==> src/rtl/cla_div8_seq_if.sv <==
// Start/done handshake bundle between a requester and the sequential divider.
interface cla_div8_seq_if #(
    parameter int unsigned WIDTH = 8
);
    logic             start;
    logic [WIDTH-1:0] dividend;
    logic [WIDTH-1:0] divisor;
    logic             ready;
    logic             done;
    logic [WIDTH-1:0] quotient;
    logic [WIDTH-1:0] remainder;
    logic             div_by_zero;

    modport master (
        output start, dividend, divisor,
        input  ready, done, quotient, remainder, div_by_zero
    );

    modport slave (
        input  start, dividend, divisor,
        output ready, done, quotient, remainder, div_by_zero
    );
endinterface

==> src/rtl/cla_div8_seq.sv <==
// Sequential unsigned restoring divider, one trial subtraction per clock.
// The trial subtract forms its borrows with a 4-bit-group borrow-lookahead
// network, mirroring the carry lookahead of the neighbouring CLA adder.
module cla_div8_seq #(
    parameter int unsigned WIDTH = 8
) (
    input  logic          clk,
    input  logic          rst,
    cla_div8_seq_if.slave bus
);
    localparam int unsigned N  = WIDTH + 1;
    localparam int unsigned NG = (N + 3) / 4;
    localparam int unsigned NB = NG * 4;
    localparam int unsigned CW = $clog2(WIDTH + 1);

    typedef enum logic [1:0] {
        S_IDLE = 2'd0,
        S_RUN  = 2'd1,
        S_DONE = 2'd2
    } state_e;

    state_e           state_q, state_d;
    // The partial remainder stays below the divisor after every step, so its
    // top trial bit is always zero once the restore decision is made; only
    // the low WIDTH bits are kept.
    logic [WIDTH-1:0] r_q, r_d;
    logic [WIDTH-1:0] q_q, q_d;
    logic [WIDTH-1:0] d_q, d_d;
    logic [CW-1:0]    cnt_q, cnt_d;
    logic [WIDTH-1:0] quotient_q, quotient_d;
    logic [WIDTH-1:0] remainder_q, remainder_d;
    logic             dbz_q, dbz_d;
    logic             ready_q, ready_d;
    logic             done_q, done_d;

    logic [N-1:0]     s_c;
    logic [N-1:0]     dv_c;
    logic [NB-1:0]    g_pad;
    logic [NB-1:0]    p_pad;
    logic [NG-1:0]    grp_g;
    logic [NG-1:0]    grp_p;
    logic [NG-1:0]    grp_b;
    logic [WIDTH-1:0] b_bit;
    logic [WIDTH-1:0] diff_c;
    logic             borrow_out;
    logic             term;
    logic             acc;

    assign s_c  = {r_q, q_q[WIDTH-1]};
    assign dv_c = {1'b0, d_q};

    // Borrow-lookahead trial subtract S - {0,D}, borrow-in 0.
    always_comb begin
        g_pad = '0;
        p_pad = '1;
        g_pad[N-1:0] = ~s_c & dv_c;
        p_pad[N-1:0] = ~(s_c ^ dv_c);
        grp_g = '0;
        grp_p = '1;
        grp_b = '0;
        b_bit = '0;
        term  = 1'b0;
        acc   = 1'b0;
        // group generate/propagate
        for (int j = 0; j < int'(NG); j++) begin
            for (int k = 0; k < 4; k++) begin
                grp_g[j] = g_pad[4*j+k] | (p_pad[4*j+k] & grp_g[j]);
                grp_p[j] = grp_p[j] & p_pad[4*j+k];
            end
        end
        // flat sum-of-products borrow into each group
        for (int j = 1; j < int'(NG); j++) begin
            acc = 1'b0;
            for (int k = 0; k < j; k++) begin
                term = grp_g[k];
                for (int m = k + 1; m < j; m++) begin
                    term = term & grp_p[m];
                end
                acc = acc | term;
            end
            grp_b[j] = acc;
        end
        // flat sum-of-products borrow into each bit from its group borrow-in
        for (int i = 0; i < int'(WIDTH); i++) begin
            acc = grp_b[i/4];
            for (int l = (i/4)*4; l < i; l++) begin
                acc = acc & p_pad[l];
            end
            for (int l = (i/4)*4; l < i; l++) begin
                term = g_pad[l];
                for (int m = l + 1; m < i; m++) begin
                    term = term & p_pad[m];
                end
                acc = acc | term;
            end
            b_bit[i] = acc;
        end
        borrow_out = grp_g[NG-1] | (grp_p[NG-1] & grp_b[NG-1]);
        diff_c     = s_c[WIDTH-1:0] ^ dv_c[WIDTH-1:0] ^ b_bit;
    end

    // State and datapath registers.
    always_ff @(posedge clk or posedge rst) begin
        if (rst) begin
            state_q     <= S_IDLE;
            r_q         <= '0;
            q_q         <= '0;
            d_q         <= '0;
            cnt_q       <= '0;
            quotient_q  <= '0;
            remainder_q <= '0;
            dbz_q       <= 1'b0;
            ready_q     <= 1'b1;
            done_q      <= 1'b0;
        end else begin
            state_q     <= state_d;
            r_q         <= r_d;
            q_q         <= q_d;
            d_q         <= d_d;
            cnt_q       <= cnt_d;
            quotient_q  <= quotient_d;
            remainder_q <= remainder_d;
            dbz_q       <= dbz_d;
            ready_q     <= ready_d;
            done_q      <= done_d;
        end
    end

    // Next-state, datapath update and registered handshake outputs.
    always_comb begin
        state_d     = state_q;
        r_d         = r_q;
        q_d         = q_q;
        d_d         = d_q;
        cnt_d       = cnt_q;
        quotient_d  = quotient_q;
        remainder_d = remainder_q;
        dbz_d       = dbz_q;
        unique case (state_q)
            S_IDLE: begin
                if (bus.start) begin
                    if (bus.divisor != '0) begin
                        state_d = S_RUN;
                        q_d     = bus.dividend;
                        d_d     = bus.divisor;
                        r_d     = '0;
                        cnt_d   = CW'(WIDTH);
                        dbz_d   = 1'b0;
                    end else begin
                        state_d     = S_DONE;
                        quotient_d  = '1;
                        remainder_d = bus.dividend;
                        dbz_d       = 1'b1;
                    end
                end
            end
            S_RUN: begin
                r_d   = borrow_out ? s_c[WIDTH-1:0] : diff_c;
                q_d   = {q_q[WIDTH-2:0], ~borrow_out};
                cnt_d = cnt_q - CW'(1);
                if (cnt_q == CW'(1)) begin
                    state_d     = S_DONE;
                    quotient_d  = q_d;
                    remainder_d = r_d;
                end
            end
            S_DONE: begin
                state_d = S_IDLE;
            end
            default: begin
                state_d = S_IDLE;
            end
        endcase
        ready_d = (state_d == S_IDLE);
        done_d  = (state_d == S_DONE);
    end

    assign bus.ready       = ready_q;
    assign bus.done        = done_q;
    assign bus.quotient    = quotient_q;
    assign bus.remainder   = remainder_q;
    assign bus.div_by_zero = dbz_q;
endmodule
==> src/flat_wrapper.sv <==
// flat-port wrapper written by rule: the top's interface ports become plain ports
module cla_div8_seq_flat 
#(
    parameter int unsigned WIDTH = 8
)
  (clk, rst, bus_start, bus_dividend, bus_divisor, bus_ready, bus_done, bus_quotient, bus_remainder, bus_div_by_zero);
  cla_div8_seq_if #(.WIDTH(WIDTH)) bus_i ();
  input  logic clk;
  input  logic rst;
  input wire logic [$bits(bus_i.start)-1:0] bus_start;
  input wire logic [$bits(bus_i.dividend)-1:0] bus_dividend;
  input wire logic [$bits(bus_i.divisor)-1:0] bus_divisor;
  output wire logic [$bits(bus_i.ready)-1:0] bus_ready;
  output wire logic [$bits(bus_i.done)-1:0] bus_done;
  output wire logic [$bits(bus_i.quotient)-1:0] bus_quotient;
  output wire logic [$bits(bus_i.remainder)-1:0] bus_remainder;
  output wire logic [$bits(bus_i.div_by_zero)-1:0] bus_div_by_zero;
  assign bus_i.start = bus_start;
  assign bus_i.dividend = bus_dividend;
  assign bus_i.divisor = bus_divisor;
  assign bus_ready = bus_i.ready;
  assign bus_done = bus_i.done;
  assign bus_quotient = bus_i.quotient;
  assign bus_remainder = bus_i.remainder;
  assign bus_div_by_zero = bus_i.div_by_zero;
  cla_div8_seq #(.WIDTH(WIDTH)) u_core (.clk(clk), .rst(rst), .bus(bus_i));
endmodule
==> config.mk <==
export PLATFORM = sky130hd
export DESIGN_NAME = cla_div8_seq_flat
export DESIGN_NICKNAME = d
export VERILOG_FILES = /design/src/rtl/cla_div8_seq_if.sv /design/src/rtl/cla_div8_seq.sv /design/src/flat_wrapper.sv
export SDC_FILE = /design/constraint.sdc
export NUM_CORES = 1
export LEC_CHECK = 0
export ABC_AREA = 0
export CAP_MARGIN = 20
export CORE_AREA = 10 10 96 98
export CTS_CLUSTER_SIZE = 40
export DETAILED_ROUTE_END_ITERATION = 8
export DIE_AREA = 0 0 106 108
export REMOVE_ABC_BUFFERS = 1
export SYNTH_ARGS = -nofsm -noshare
export SYNTH_HDL_FRONTEND = slang
export SYNTH_SLANG_ARGS = --single-unit
==> constraint.sdc <==
create_clock -name clk -period 9.5 [get_ports clk]
set_input_delay 0.95 -clock clk [delete_from_list [all_inputs] [get_ports clk]]
set_output_delay 0.95 -clock clk [all_outputs]
set_load 0.01 [all_outputs]
* After elaboration in Yosys (flattened, before gate mapping)
Index checks and enable logic that the tools add are counted.
Cells by class: bitwise logic cells 41, add/subtract/negate cells 1, equality and inequality tests 7, muxes and demuxes 23, reduce and logical (&&, ||, !) cells 8
Operators with widths (number):
- 8-bit 2-to-1 mux | 11
- 8-bit one-hot mux with 2 select lines | 4
- 1-bit bitwise AND | 18
- 9-bit NOT | 2
- 1-bit bitwise OR | 16
- 8-bit bitwise XOR | 2
- 9-bit by 8-bit bitwise AND with 9-bit output | 1
- 9-bit by 8-bit bitwise XOR with 9-bit output | 1
- 4-bit 2-to-1 mux | 2
- 4-bit one-hot mux with 2 select lines | 1
- 8-bit nonzero test | 1
- 2-bit 2-to-1 mux | 3
- 3-bit AND reduction | 2
- 4-bit by 1-bit equality test with 1-bit output, second input constant | 1
- 2-bit zero test | 2
- 2-bit by 1-bit inequality test with 1-bit output, second input constant | 2
- 2-bit inequality test, second input constant | 2
- 2-bit one-hot mux with 2 select lines | 1
- 4-bit AND reduction | 1
- 4-bit by 1-bit subtractor with 4-bit output, second input constant | 1
- 2-bit by 1-bit equality test with 1-bit output, second input constant | 1
- 2-bit equality test, second input constant | 1
- 2-bit AND reduction | 1
- 2-bit nonzero test | 1
- other kinds (2) | 2
Word-level totals: register bits after elaboration 49, logic and storage cells 90, output and inout bits 19

* Logic depth before layout (Yosys ltp)
Gate-level depths: netlist (run 1).
depth after elaboration 18, gate-level depth with buffers 12, mapped depth without buffers 12

* Worst setup path before layout (run 1)
Ideal clock, no wire load.
path type flip-flop to flip-flop, from register u_core.d_q[0], to register u_core.remainder_q[7], in the netlist u_core.bus.remainder[7], data arrival time 3.020 ns, cell stages (with the launch flop) 12, setup slack 6.402 ns, data required time 9.423 ns, library setup time 0.077 ns, cell sequence dfrtp_1 > ha_1 > fa_1 > fa_1 > a21oi_1 > inv_1 > ha_1 > o211a_1 > nor3_1 > xnor2_1 > a211o_2 > a21oi_1
On the way: longest elaborated chain between the ends 17, elaborated cells between the ends (all ways) 21, classes of those cells mux: 3; bitwise: 18
RTL lines:
- from (decl) | RTL line cla_div8_seq.sv:28 | logic [WIDTH-1:0] d_q, d_d;
- from (signal assigned) | RTL line cla_div8_seq.sv:108 | d_q <= '0;
- from (signal assigned) | RTL line cla_div8_seq.sv:119 | d_q <= d_d;
- 9-bit by 8-bit bitwise AND with 9-bit output * | RTL line cla_div8_seq.sv:56 | g_pad[N-1:0] = ~s_c & dv_c;
- 1-bit bitwise AND * | RTL line cla_div8_seq.sv:67 | grp_g[j] = g_pad[4*j+k] | (p_pad[4*j+k] & grp_g[j]);
- 1-bit bitwise OR * | RTL line cla_div8_seq.sv:67
- 1-bit bitwise AND * | RTL line cla_div8_seq.sv:67
- 1-bit bitwise OR * | RTL line cla_div8_seq.sv:67
- 1-bit bitwise AND * | RTL line cla_div8_seq.sv:67
- 1-bit bitwise OR * | RTL line cla_div8_seq.sv:67
- 1-bit bitwise AND (3 in series) | RTL line cla_div8_seq.sv:87 | acc = acc & p_pad[l];
- 1-bit bitwise OR (3 in series) | RTL line cla_div8_seq.sv:94 | acc = acc | term;
- 8-bit bitwise XOR | RTL line cla_div8_seq.sv:99 | diff_c = s_c[WIDTH-1:0] ^ dv_c[WIDTH-1:0] ^ b_bit;
- 8-bit 2-to-1 mux * | RTL line cla_div8_seq.sv:158 | r_d = borrow_out ? s_c[WIDTH-1:0] : diff_c;
- 8-bit 2-to-1 mux * | RTL line cla_div8_seq.sv:161 | if (cnt_q == CW'(1)) begin
- 8-bit one-hot mux with 2 select lines * | RTL line cla_div8_seq.sv:139 | unique case (state_q)
- to (signal assigned) | RTL line cla_div8_seq.sv:122 | remainder_q <= remainder_d;
- to (decl) | RTL line cla_div8_seq.sv:31 | logic [WIDTH-1:0] remainder_q, remainder_d;
Every way passes the cells marked *; elsewhere a longest branch is shown, timed or not. The select of a mux whose other input is x is not followed. A chain may end at the register's enable or synchronous reset.

* Final worst setup path (run 1)
Same ends and word-level chain as after synthesis.

==> results of run 1 <==
## sequential cells by signal (all words and copies together) (netlist names)
register and cells:
u_core.q_q 8, u_core.bus.ready 1, u_core.cnt_q 4, u_core.d_q 8
u_core.bus.div_by_zero 1, u_core.bus.quotient 8, u_core.bus.done 1, u_core.r_q 8
u_core.state_q 2, u_core.bus.remainder 8
## worst max path at each step
stage	startpoint	endpoint	slack [ns]
2_1_floorplan	u_core.d_q[0]	u_core.bus.remainder[7]	6.40
3_3_place_gp	u_core.d_q[0]	u_core.bus.remainder[7]	6.28
3_5_place_dp	bus_divisor[5]	u_core.bus.remainder[0]	6.20
4_1_cts	u_core.d_q[0]	u_core.bus.remainder[7]	6.18
5_1_grt	u_core.d_q[0]	u_core.bus.remainder[7]	5.99
6_report	u_core.d_q[0]	u_core.bus.remainder[7]	6.17
## area by class of cell
class / count / area (sq um)
Clock inverter: 1 / 7.51
Sequential cell: 49 / 1230
Tap cell: 102 / 128
Inverter: 15 / 56.3
Multi-Input combinational cell: 169 / 1130
Fill cell: 774 / 4430
Clock buffer: 7 / 76.3
Timing Repair Buffer: 39 / 398
## report_power, final
| group | total [mW] | switching (mW) | internal (mW) |
|---|---|---|---|
| Sequential | 0.376 | 0.0649 | 0.311 |
| Combinational | 0.627 | 0.337 | 0.291 |
| Clock | 0.123 | 0.0711 | 0.0523 |
| Total | 1.13 | 0.473 | 0.654 |
## cells in the final DEF, fill, tap and decap left out, drive strengths merged, types with 2 or more instances in the layout
master	n
dfrtp	48
clkdlybuf4s50	37
nand2	25
o21ai	25
nor2	23
a21oi	17
inv	15
ha	12
a31oi	10
nor3	8
mux2	7
o22a	7
clkbuf	7
or3	3
xnor2	3
nand3	3
fa	3
o211ai	3
nor4	2
a21boi	2
o22ai	2
a211oi	2
nor3b	2
buf	2
## worst max-delay path, stage by stage, from the launching register on
cell     delay, ns
dfrtp_1       0.39
ha_1          0.23
fa_1          0.48
fa_1          0.42
a21oi_1       0.32
inv_1         0.14
ha_1          0.24
o211a_1       0.24
nor3_1        0.22
xnor2_1       0.09
a211o_2       0.34
a21oi_1       0.14
## layer usage
metal	track usage	vias to the layer above	wire [microns]	part of all wire
met5	0	-	0	0
met4	0.0397	0	119	0.020
met3	0.0309	10	263	0.045
met2	0.177	31	2860	0.49
met1	0.131	931	2600	0.44
li1	-	919	-	-
## cell families after synthesis
family          share of synthesized area
xor+xnor                           0.0141
simple gates                        0.136
buf+inv                            0.0514
flops                               0.494
compound gates                      0.188
mux                                0.0317
fa+ha+maj                          0.0846
==> run_results.csv, run 1 <==
group,metric,value,unit
timing,period_share,0.350,
detailed_routing,first_pass_iters,4,
synthesis,yosysMostFrequentCell,"dfrtp_1",
placed_design,placed_area,2920,sq um
final_layout,final_area,3020,sq um
clock_tree,cts.path.max_buffers,2,
timing,fin_hold_ws,0.495,ns
die,die_h,108,microns
hold_path,hold_path_depth,1,
clock_tree,tritoncts,"done",
synthesis,synth_cell_types,42,
placed_design,place_inst,373,
synthesis,ys.flop_type,"dfrtp_1",
worst_setup_path,crit_type,"register to register",
synthesis,yosys-top-cells-area,"dfrtp_1, ha_1, o21ai_0",
synthesis,ys_top_cells_by_count,"dfrtp_1, nand2_1, nor2_1",
clock_tree,clk_pin_slew,0.09,ns
hold_path,hp-start,"u_core.bus.quotient[4]",
final_layout,areaGrowthSynthToFinish,21.7,%
detailed_routing,avgViaCountPerCell,4.95,
global_routing,antenna_found_initial,0,
synthesis,syn_avg_cell_area,10.2,sq um
timing,finalClockSkew,0.00508,ns
status,run_status,"finished, final reports clean",
timing,final_max_slew_viol_count,0,
die,core_area,7450,sq um
timing,setup-violations-final,0,
global_routing,grt_pass1_vias,2007,
detailed_routing,drt_wl_total,5840,microns
worst_setup_path,timing.rr.start,"u_core.d_q[0]",
detailed_routing,wl_per_cell,15.3,microns
final_layout,stdcell_count,382,
clock_tree,cts_setup_buffers,0,
timing,period_needed,3.33,ns
worst_setup_path,cp.required,9.73,ns
timing,hold_viol_final,0,
clock_tree,cts-buffers-inserted,5,
placed_design,io_buffers,37,
flow_run,maxCapViolCount,0,
global_routing,overflow,0,
worst_setup_path,r2r-end,"u_core.bus.remainder[7]",
synthesis,yosysWarnings,0,
timing,worst_pin_slew,0.971,ns
timing,fmax,301,MHz
die,ios,38,
power,peakVddDrop,0.101,mV
clock_tree,htree_levels,2,
clock_tree,ctsResizeCount,0,
worst_setup_path,critPathMaxFanout,3,
timing,slew_headroom,0.351,
clock_tree,root_buffer,"clkbuf_8",
final_layout,utilization,0.406,
timing,setup_ws,6.17,ns
global_routing,globalRouteTotalUtil,0.107,
die,rows,32,
worst_setup_path,cp-start-kind,"register",
hold_path,holdPathEnd,"u_core.bus.quotient[4]",
clock_tree,cts-hold-fix-buffers,0,
final_layout,final_nets,313,
synthesis,synth_seq_cells,49,
placed_design,place_ws,6.20,ns
worst_setup_path,reg2regPathDepth,11,
global_routing,grt_pass1_wl,10100,microns
synthesis,synthCells,244,
die,die_w,106,microns
clock_tree,worstSkewPairLatency,0.30,ns
die,initial_utilization,0.334,
timing,finalSetupTns,0,ns
global_routing,grt_max_degree,50,
clock_tree,cts_sinks,49,
detailed_routing,ant_nets,0,
hold_path,hold_path.class,"register to register",
power,totalPowerFinal,1.13,mW
synthesis,yosys.area.top_type,"dfrtp_1",
final_layout,layout-drive-gt1-share,0.100,
placed_design,hpwl,4180,microns
synthesis,synthArstFlopShare,1.00,
synthesis,netlist_area,2480,sq um
worst_setup_path,rrSetupSlack,6.17,ns
placed_design,place.gp.congestion,0.797,
synthesis,synth_top_area_frac,0.484,
timing,rsz0062_at_grt,"no",
power,powerDensity,373,nW/um^2
detailed_routing,drt_iter0_drc,80,
detailed_routing,remaining_drc_errors,0,
die,dieArea,11400,sq um
synthesis,synth_edf_count,0,
worst_setup_path,end_kind,"register",
final_layout,diodes,0,
synthesis,synth.yosys.seq_area_share,0.494,
worst_setup_path,arrival,3.56,ns
power,p_leak,1.28,nW
detailed_routing,vias,1891,
Note: power is estimated with default switching activity, not from simulation.
==> run 2, diff against run 1 <==
==> constraint.sdc (replaced) <==
create_clock -name clk -period 3.46 [get_ports clk]
set_input_delay 0.346 -clock clk [delete_from_list [all_inputs] [get_ports clk]]
set_output_delay 0.346 -clock clk [all_outputs]
set_load 0.01 [all_outputs]
==> run 2 against run 1 <==
  * Global-route usage about the same
  * Combinational power grew to 2.8 times the previous value
  * First-iteration DRC count increased by 19%
  * Sequential power grew to 2.7 times the previous value
  * Sequential share of layout area shrank 0.33 points
  * Critical path type unchanged
==> run_results.csv, run 2 (synthesized netlist as in run 1, its figures left out) <==
group,metric,value,unit
status,run_status,"finished, final reports clean",
clock_tree,htree_levels,2,
global_routing,grt_pass1_wl,10100,microns
detailed_routing,ant_nets,0,
timing,worst_pin_slew,0.973,ns
die,ios,38,
worst_setup_path,arrival,3.31,ns
die,initial_utilization,0.334,
global_routing,globalRouteTotalUtil,0.108,
placed_design,hpwl,4210,microns
clock_tree,clk_pin_slew,0.09,ns
clock_tree,cts-hold-fix-buffers,0,
placed_design,place_ws,0.391,ns
die,core_area,7450,sq um
die,die_h,108,microns
power,powerDensity,1020,nW/um^2
final_layout,final_cell_mix,"dfrtp_1, clkdlybuf4s50_1, nand2_1",
detailed_routing,remaining_drc_errors,0,
final_layout,layout-drive-gt1-share,0.117,
clock_tree,cts-buffers-inserted,5,
die,dieArea,11400,sq um
timing,setup-violations-final,0,
timing,fmax,325,MHz
clock_tree,root_buffer,"clkbuf_8",
placed_design,io_buffers,37,
worst_setup_path,cp.required,3.70,ns
timing,slew_headroom,0.351,
clock_tree,worstSkewPairLatency,0.30,ns
clock_tree,cts_sinks,49,
die,rows,32,
timing,period_share,0.888,
final_layout,final_common_cell,"dfrtp_1",
clock_tree,ctsResizeCount,0,
worst_setup_path,cp-start-kind,"register",
global_routing,grt_pass1_vias,1945,
timing,hold_viol_final,0,
global_routing,antenna_found_initial,0,
detailed_routing,drt_iter0_drc,95,
timing,finalClockSkew,0.00697,ns
detailed_routing,first_pass_iters,4,
timing,finalSetupTns,0,ns
detailed_routing,drt_wl_total,5810,microns
final_layout,areaGrowthSynthToFinish,22.7,%
timing,rsz0062_at_grt,"no",
clock_tree,cts.path.max_buffers,2,
detailed_routing,wl_per_cell,15.1,microns
detailed_routing,avgViaCountPerCell,4.90,
flow_run,maxCapViolCount,0,
timing,period_needed,3.07,ns
clock_tree,cts_setup_buffers,0,
worst_setup_path,crit_type,"register to register",
global_routing,grt_max_degree,50,
final_layout,diodes,0,
worst_setup_path,critPathMaxFanout,2,
final_layout,final_nets,316,
global_routing,overflow,0,
power,peakVddDrop,0.330,mV
timing,setup_ws,0.386,ns
detailed_routing,vias,1885,
worst_setup_path,end_kind,"register",
timing,final_max_slew_viol_count,0,
hold_path,hold_path.class,"input port to async pin",
die,die_w,106,microns
clock_tree,tritoncts,"done",
placed_design,place.gp.congestion,0.858,
power,p_leak,1.29,nW
-- run 2: area by class of cell --
type                            instances  area, sq um
Fill cell                             753         4400
Sequential cell                        49         1230
Multi-Input combinational cell        169         1130
Timing Repair Buffer                   42          420
Tap cell                              102          128
Clock buffer                            5         68.8
Inverter                               15         56.3
Clock inverter                          3         17.5
-- run 2: per-layer routing --
metal	vias to the layer above	wire length [microns]	global-route usage	share of wire
met2	33	2820	0.179	0.49
met3	7	300	0.0297	0.052
met5	-	0	0	0
met1	911	2620	0.134	0.45
met4	0	72	0.0319	0.012
li1	934	-	-	-
-- run 2: through the flow --
stage	cells	power [mW]	util	instance area (sq um)	hold WS, ns
2_1_floorplan	233	2.22	-	2410	0.409
5_1_grt	385	3.42	0.409	3050	0.437
6_report	385	3.11	0.409	3050	0.387
4_1_cts	384	3.14	0.406	3030	0.503
3_3_place_gp	376	2.77	0.395	2940	0.477
3_5_place_dp	376	2.80	0.395	2940	0.480
-- run 2: path summary, 6_finish.rpt --
kind,start,end,slack [ns],depth (start not counted)
min in group clk,u_core.bus.quotient[4],u_core.bus.quotient[4],0.50,1
worst min register to register,u_core.bus.quotient[4],u_core.bus.quotient[4],0.50,1
worst max register to register,u_core.d_q[0],u_core.bus.remainder[7],0.39,11
worst max-delay path,u_core.d_q[0],u_core.bus.remainder[7],0.39,11
worst min-delay path,rst,u_core.bus.quotient[7],0.39,2
max in group asynchronous,rst,u_core.bus.ready,2.48,3
-- run 2: critical path: stages, from the launching register on --
cell and delay, ns:
dfrtp_1 0.39, ha_1 0.23, fa_1 0.46, fa_1 0.43, a21oi_1 0.16, inv_1 0.10
ha_1 0.22, o211a_1 0.24, nor3_1 0.22, xnor2_1 0.10, a211o_2 0.34, a21oi_1 0.14
-- run 2: power breakdown --
group	switching (mW)	internal [mW]	total [mW]
Sequential	0.174	0.854	1.03
Combinational	0.929	0.816	1.74
Clock	0.200	0.140	0.340
==> run 3, diff against run 2 <==
--- a/config.mk
+++ b/config.mk
@@ -7,10 +7,11 @@
 export LEC_CHECK = 0
 export ABC_AREA = 0
 export CAP_MARGIN = 20
-export CORE_AREA = 10 10 96 98
+export CORE_AREA = 10 10 80 82
 export CTS_CLUSTER_SIZE = 40
 export DETAILED_ROUTE_END_ITERATION = 8
-export DIE_AREA = 0 0 106 108
+export DIE_AREA = 0 0 90 92
+export PLACE_DENSITY = 0.77
 export REMOVE_ABC_BUFFERS = 1
 export SYNTH_ARGS = -nofsm -noshare
 export SYNTH_HDL_FRONTEND = slang
==> constraint.sdc (replaced) <==
create_clock -name clk -period 3.46 [get_ports clk]
set_input_delay 0.346 -clock clk [delete_from_list [all_inputs] [get_ports clk]]
set_output_delay 0.346 -clock clk [all_outputs]
set_load 0.005 [all_outputs]
==> run 3 against run 2 <==
  * Critical path type unchanged
  * Sequential share of layout area is 0.18 points higher
  * Register-to-register slack got worse by 0.07 ns
  * Highest routed layer unchanged
  * Flip-flop and latch count unchanged
  * Global-route usage rose by 3.5 points
  * First-iteration DRC count is 74% higher
  * Routed wire length shrank 3.5%
  * Largest cell class unchanged
  * Critical path depth unchanged
  * Final cell count decreased by 8.6%
  * Combinational power about the same
  * Die area down 28%
  * Largest power group unchanged
==> run_results.csv, run 3 (synthesized netlist as in run 1, its figures left out) <==
group,metric,value,unit
status,run_status,"finished, final reports clean",
clock_tree,cts_sinks,49,
die,die_h,92,microns
detailed_routing,drt_iter0_drc,165,
die,die_w,90,microns
worst_setup_path,critPathMaxFanout,2,
die,dieArea,8280,sq um
placed_design,place.gp.congestion,0.852,
clock_tree,tritoncts,"done",
placed_design,io_buffers,37,
global_routing,grt_pass1_vias,2059,
clock_tree,worstSkewPairLatency,0.31,ns
timing,worst_pin_slew,0.940,ns
final_layout,final_nets,315,
worst_setup_path,arrival,3.37,ns
worst_setup_path,timing.rr.start,"u_core.d_q[0]",
worst_setup_path,cp-endpoint,"u_core.bus.remainder[7]",
detailed_routing,vias,1927,
worst_setup_path,end_kind,"register",
worst_setup_path,rrSetupSlack,0.32,ns
worst_setup_path,crit_type,"register to register",
power,powerDensity,1050,nW/um^2
worst_setup_path,reg2regPathDepth,11,
worst_setup_path,crit_family,"adder cells",
worst_setup_path,path_buf_inv,1,
timing,period_share,0.907,
timing,hold_viol_final,0,
timing,fmax,319,MHz
detailed_routing,first_pass_iters,4,
timing,finalSetupTns,0,ns
flow_run,maxCapViolCount,0,
global_routing,globalRouteTotalUtil,0.143,
detailed_routing,avgViaCountPerCell,5.47,
worst_setup_path,path_cells,"ha_1, fa_1, fa_1, a21oi_1, inv_1, ha_1, o211a_1, nor3_1, xnor2_1, a211o_2, a21oi_1",
die,core_area,4910,sq um
global_routing,grt_max_degree,50,
final_layout,final_cell_mix,"dfrtp_1, clkdlybuf4s50_1, nand2_1",
clock_tree,cts_setup_buffers,0,
clock_tree,ctsResizeCount,0,
global_routing,grt_pass1_wl,9930,microns
clock_tree,htree_levels,2,
global_routing,antenna_found_initial,0,
timing,period_needed,3.14,ns
global_routing,overflow,0,
power,peakVddDrop,0.492,mV
worst_setup_path,cp-start-kind,"register",
worst_setup_path,worst-path-stages,11,
clock_tree,cts-hold-fix-buffers,0,
timing,rsz0062_at_grt,"no",
final_layout,layout-drive-gt1-share,0.113,
detailed_routing,ant_nets,0,
detailed_routing,remaining_drc_errors,0,
timing,finalClockSkew,0.00948,ns
clock_tree,root_buffer,"clkbuf_8",
final_layout,final_common_cell,"dfrtp_1",
timing,final_max_slew_viol_count,0,
clock_tree,clk_pin_slew,0.09,ns
hold_path,hold_path.class,"input port to async pin",
die,ios,38,
worst_setup_path,cp.required,3.69,ns
worst_setup_path,cp_slowest_stage_delay,0.47,ns
timing,slew_headroom,0.373,
die,initial_utilization,0.506,
worst_setup_path,cpMaxStageDelayCell,"fa_1",
worst_setup_path,r2r-end,"u_core.bus.remainder[7]",
die,rows,26,
placed_design,hpwl,4000,microns
detailed_routing,drt_wl_total,5610,microns
clock_tree,cts-buffers-inserted,5,
detailed_routing,wl_per_cell,15.9,microns
clock_tree,cts.path.max_buffers,2,
power,p_leak,1.30,nW
final_layout,diodes,0,
power,totalPowerFinal,3.18,mW
timing,setup-violations-final,0,
worst_setup_path,critPathLaunch,"u_core.d_q[0]",
final_layout,areaGrowthSynthToFinish,22.1,%
[run 3: changes by cell type in the layout (fill, tap and decap cells not counted)]
cell and change:
buf_4 -1, bufinv_16 +1, clkbuf_8 +1, clkinv_2 -2
[run 3: metrics by stage]
step	hold slack [ns]	area (sq um)	instances	util	setup slack [ns]
floorplan	0.409	2410	233	-	0.362
global placement	0.476	2890	343	0.589	0.441
detailed placement	0.480	2890	343	0.589	0.368
CTS	0.502	3010	351	0.613	0.319
global route	0.377	3030	352	0.617	0.0641
finish	0.327	3030	352	0.617	0.321
[run 3: routing by layer]
layer,up-vias,part of all wire,GRT usage
met4,0,0.023,0.0637
li1,927,-,-
met3,14,0.062,0.0383
met2,57,0.49,0.233
met1,929,0.42,0.174
met5,-,0,0
[run 3: worst min path at each step]
stage                              to
2_1_floorplan        u_core.bus.ready
3_3_place_gp   u_core.bus.quotient[2]
3_5_place_dp   u_core.bus.quotient[7]
4_1_cts        u_core.bus.quotient[7]
5_1_grt               u_core.bus.done
6_report       u_core.bus.quotient[6]
[run 3: layout make-up]
cell class	instances	area, sq um
fillers	416	1880
flip-flops and latches	49	1230
multi-input cells	169	1130
repair buffers	41	413
well taps	70	87.6
clock buffers	6	82.6
inverters	15	56.3
clock inverters	2	37.5
[run 3: power by group]
part / total, mW / switching (mW) / leakage (nW) / internal [mW]
Sequential: 1.03 / 0.172 / 0.570 / 0.855
Combinational: 1.73 / 0.913 / 0.677 / 0.813
Clock: 0.430 / 0.195 / 0.0574 / 0.235
